--- src/rtl/line_clear_ctrl.sv ---
// Line-clear sequencer: scans the merged playfield bottom to top, removes every
// full row by dropping the rows above it, then reports the compacted field, the
// number of rows removed and a saturating running total of removed rows.
module line_clear_ctrl #(
    parameter int ROWS    = 20,
    parameter int COLS    = 20,
    parameter int TOTAL_W = 16
) (
    input  logic                 clk,
    input  logic                 reset_n,
    input  logic                 start,
    input  logic [ROWS*COLS-1:0] field_in,
    output logic                 busy,
    output logic                 done,
    output logic [ROWS*COLS-1:0] field_out,
    output logic [4:0]           lines_cleared,
    output logic [TOTAL_W-1:0]   total_lines
);

    localparam int FW = ROWS * COLS;
    localparam logic [4:0]         PTR_BOTTOM = 5'(ROWS - 1);
    localparam logic [TOTAL_W-1:0] TOTAL_MAX  = {TOTAL_W{1'b1}};

    typedef enum logic [1:0] {
        S_IDLE,
        S_SCAN,
        S_SHIFT,
        S_DONE
    } state_t;

    state_t          state;
    logic [FW-1:0]   work;
    logic [4:0]      ptr;
    logic [4:0]      cnt;

    logic [COLS-1:0] cur_row;
    logic            row_full;
    logic [FW-1:0]   shifted;
    logic [TOTAL_W:0] total_sum;
    logic [TOTAL_W-1:0] total_next;

    // Select the row under the pointer and test it for completeness.
    always_comb begin
        // NOTE: a default before the loop keeps this purely combinational; a
        // missing default on any path would infer a latch.
        cur_row = '0;
        for (int r = 0; r < ROWS; r++) begin
            if (ptr == 5'(r)) begin
                cur_row = work[r*COLS +: COLS];
            end
        end
    end

    assign row_full = &cur_row;

    // Drop every row at or above the pointer by one and insert an empty top row.
    always_comb begin
        shifted = work;
        shifted[0 +: COLS] = '0;
        for (int r = 1; r < ROWS; r++) begin
            if (5'(r) <= ptr) begin
                shifted[r*COLS +: COLS] = work[(r-1)*COLS +: COLS];
            end
        end
    end

    // Running total clamps at the all-ones value instead of wrapping.
    assign total_sum  = {1'b0, total_lines} + (TOTAL_W + 1)'(cnt);
    assign total_next = total_sum[TOTAL_W] ? TOTAL_MAX : total_sum[TOTAL_W-1:0];

    // Status is decoded straight from the state register.
    assign busy = (state != S_IDLE);
    assign done = (state == S_DONE);

    // Sequencer: capture, scan, shift on full rows, publish result.
    always_ff @(posedge clk) begin
        if (!reset_n) begin
            state         <= S_IDLE;
            work          <= '0;
            ptr           <= '0;
            cnt           <= '0;
            field_out     <= '0;
            lines_cleared <= '0;
            total_lines   <= '0;
        end else begin
            // NOTE: all state updates are non-blocking so every assignment in
            // this block sees the values from before the edge.
            case (state)
                S_IDLE: begin
                    if (start) begin
                        work  <= field_in;
                        ptr   <= PTR_BOTTOM;
                        cnt   <= '0;
                        state <= S_SCAN;
                    end
                end
                S_SCAN: begin
                    if (row_full) begin
                        state <= S_SHIFT;
                    end else if (ptr == 5'd0) begin
                        state <= S_DONE;
                    end else begin
                        ptr <= ptr - 5'd1;
                    end
                end
                S_SHIFT: begin
                    // Pointer stays put so the row that dropped in is rechecked.
                    work  <= shifted;
                    cnt   <= cnt + 5'd1;
                    state <= S_SCAN;
                end
                S_DONE: begin
                    field_out     <= work;
                    lines_cleared <= cnt;
                    total_lines   <= total_next;
                    state         <= S_IDLE;
                end
                default: state <= S_IDLE;
            endcase
        end
    end

endmodule

--- config.mk ---
export PLATFORM = sky130hd
export DESIGN_NAME = line_clear_ctrl
export DESIGN_NICKNAME = d
export VERILOG_FILES = /design/src/rtl/line_clear_ctrl.sv
export SDC_FILE = /design/constraint.sdc
export NUM_CORES = 2
export LEC_CHECK = 0
export CORE_AREA = 2 2 324 326
export CTS_BUF_LIST = sky130_fd_sc_hd__clkbuf_4
export DETAILED_ROUTE_END_ITERATION = 10
export DIE_AREA = 0 0 326 328
export PLACE_DENSITY_LB_ADDON = 0.08
export SYNTH_ARGS = -nofsm -noshare
export SYNTH_HDL_FRONTEND = slang
export SYNTH_SLANG_ARGS = --single-unit
--- constraint.sdc ---
create_clock -name clk -period 8.2 [get_ports clk]
set_clock_uncertainty 0.2 [all_clocks]
set_input_delay 1.64 -clock clk [delete_from_list [all_inputs] [get_ports clk]]
set_output_delay 1.64 -clock clk [all_outputs]
set_load 0.1 [all_outputs]
==> results.txt <==
Run status: finished clean
WP data required: 6360 ps
Wirelength, routed: 187000 um
Synthesis Warnings: 0
Worst reg2reg setup slack: 3070 ps
GR Util All Layers: 33.5%
Post-synthesis sequential area ratio: 45.2%
Clock Tree Buf Depth: 3
GRT overflow: 0
WS Path Type: reg -> out
PostCTS Resize Cnt: 0
Final setup viols: 0
Distinct cells, synth: 98
Initial Util: 35.7%
Area leader, netlist: dfxtp_1
Worst slew pin tran: 1240 ps
Largest net degree at the start of global routing: 197
DR vias/cell: 5.63
WHS: 253 ps
Main synth FF type: dfxtp_1
Setup TNS: 0 ps
Share of layout cells above drive strength 1: 8.68%
Arrival time at the worst endpoint: 3990 ps
Top-level I/O count: 826
CTS tree: done
Layout area overhead: 32.3%
Leak: 17.0 nW
Post-CTS setup repair buffer count: 0
Critical Path End Type: output pin
Hold Violations, Final: 0
Clk sink count: 833
CTS Root Cell: clkbuf_4
Core area: 103000 um2
Synth Cell Area: 36900 um2
Post-synth EDFFs: 0
Pins Over Slew Limit: 0
IO buf count: 825
Vias: 40.4k
Die extent in x: 326 um
Mean Syn Cell Area: 7.48 um2
Synth top area cells: dfxtp_1 (45%), nand2_1 (17%), a311oi_1 (9.0%)
Critical path launch point type: register
Die ar.: 107000 um2
Post-synth top area share: 45.2%
Max_cap viols: 0
First-pass DRT Iterations: 6
H-tree levels: 4
Vias in the first global route: 37.8k
Routed WL per cell: 26.1 um
Clk_lat worst skew: 1130 ps
RSZ-0062 raised after global routing: no
Syn Nets: 5348
Die Y: 328 um
#FFs+latches synth: 833
First-pass GRT wire length: 265000 um
1st-iter DRT viols: 4220
Overall power: 12.3 mW
Hold Path Class: reg -> reg
Cts bufs inserted: 223
Crit-path max FO: 70
Initial antenna violation count: 20
Power per cell area: 253 nW/um2
Final min period: 5830 ps
Reg clk slew, reported paths: 70 ps
Gpl congestion: 0.960
Fmax: 172 MHz
DR DRC count: 0
Ys async rst share: 0%
Post-Synthesis Cells: 4933
Antenna viol nets, final: 0
Floorplan row count: 118
Post-DP HPWL: 135000 um
Maximum vdd drop: 0.0000984 V
Hold-fix buffers, CTS: 0
Slew HR: 17.6%
Tcrit/Tclk final: 71.1%
Nets: 6013
synth_stat cells, types with 6 or more instances:
master / instances
o2bb2ai_1: 6
a32oi_1: 13
xnor2_1: 9
o211ai_1: 24
o22ai_1: 18
o221ai_1: 12
and2_1: 13
nand3_1: 70
nor2b_1: 9
clkbuf_1: 377
nor3_1: 40
nand2b_1: 12
o2111ai_1: 9
a31oi_1: 25
a21oi_1: 500
a311oi_1: 379
buf_2: 42
nand2_1: 1667
nand4bb_1: 8
inv_1: 20
a211o_1: 7
nor2_1: 466
a21o_1: 12
a221oi_1: 16
a22oi_1: 8
buf_1: 8
dfxtp_1: 833
or3_1: 11
o31ai_1: 10
a221o_1: 7
nor4_1: 20
and3_1: 13
a22o_1: 6
buf_4: 6
ha_1: 11
o21ai_1: 10
a211oi_1: 17
o21ai_0: 71
nand4_1: 23
worst max-delay path, stage by stage (launching register included):
cell	delay, ps
dfxtp_1	540
nand2_4	500
inv_8	570
clkdlybuf4s50_1	1240
final timing paths:
path,end,depth (start not counted),startpoint
hold reg to reg,field_out[340],2,field_out[340]
setup / recovery,done,3,state[1]
hold / removal,field_out[340],2,field_out[340]
setup reg to reg,ptr[4],14,ptr[1]
layout make-up:
type,instances,area [um2]
inverter,23,101
timing repair buffer,878,8710
antenna,19,47.5
multi-input combinational,3639,18500
clock inverter,41,315
fill,10500,54400
clock buffer,360,2700
sequential,833,16700
tap,1380,1730
through the flow:
stage / cells / cell area [um2] / setup slack (ps) / util [%]
3_5_place_dp: 6753 / 45700 / 2820 / 44.3
3_3_place_gp: 6753 / 45700 / 2870 / 44.3
5_1_grt: 7170 / 48800 / 2150 / 47.3
6_report: 7173 / 48800 / 2370 / 47.3
4_1_cts: 7154 / 48700 / 2200 / 47.2
2_1_floorplan: 4933 / 36900 / 4120 / -
per-layer routing:
metal	vias up	part of all wire (%)	global-route usage, %
met2	1858	47	54.4
li1	18700	-	-
met4	14	4.0	14.6
met1	19500	41	42.9
met5	-	0.051	0
met3	352	7.7	6.99
power breakdown:
part / total, mW / leakage [nW] / switching (mW) / internal, mW
Sequential: 5.31 / 6.79 / 0.865 / 4.44
Clock: 3.94 / 1.81 / 1.81 / 2.13
Combinational: 3.08 / 8.41 / 2.04 / 1.04
Total: 12.3 / 17.0 / 4.72 / 7.61
cells in the final DEF, fill, tap and decap left out, types with 18 or more instances in the layout:
master	netlist	layout
nor4_1	20	20
diode_2	0	19
clkbuf_4	0	360
a311oi_1	379	379
a31oi_1	25	23
dfxtp_1	833	830
a21oi_1	500	495
o21ai_0	71	71
o22ai_1	18	18
nor3_1	40	40
nand3_1	70	70
nand2_1	1667	1665
inv_1	20	20
o211ai_1	24	24
buf_4	6	50
nand4_1	23	23
clkinv_1	2	25
clkdlybuf4s50_1	0	823
nor2_1	466	465
logic make-up after synthesis:
group / Yosys count / share of synthesized area [%]
simple gates: 2404 / 26.5
compound gates: 1207 / 22.5
flops: 833 / 45.2
buf+inv: 461 / 5.00
xor+xnor: 12 / 0.285
fa+ha+maj: 12 / 0.427
mux: 4 / 0.112
flip-flops by register name (all words and copies together), names as in the netlist:
name           count
cnt                5
field_out        400
lines_cleared      5
state              2
work             400
total_lines       16
ptr                5
Note: power is estimated with default switching activity, not from simulation.
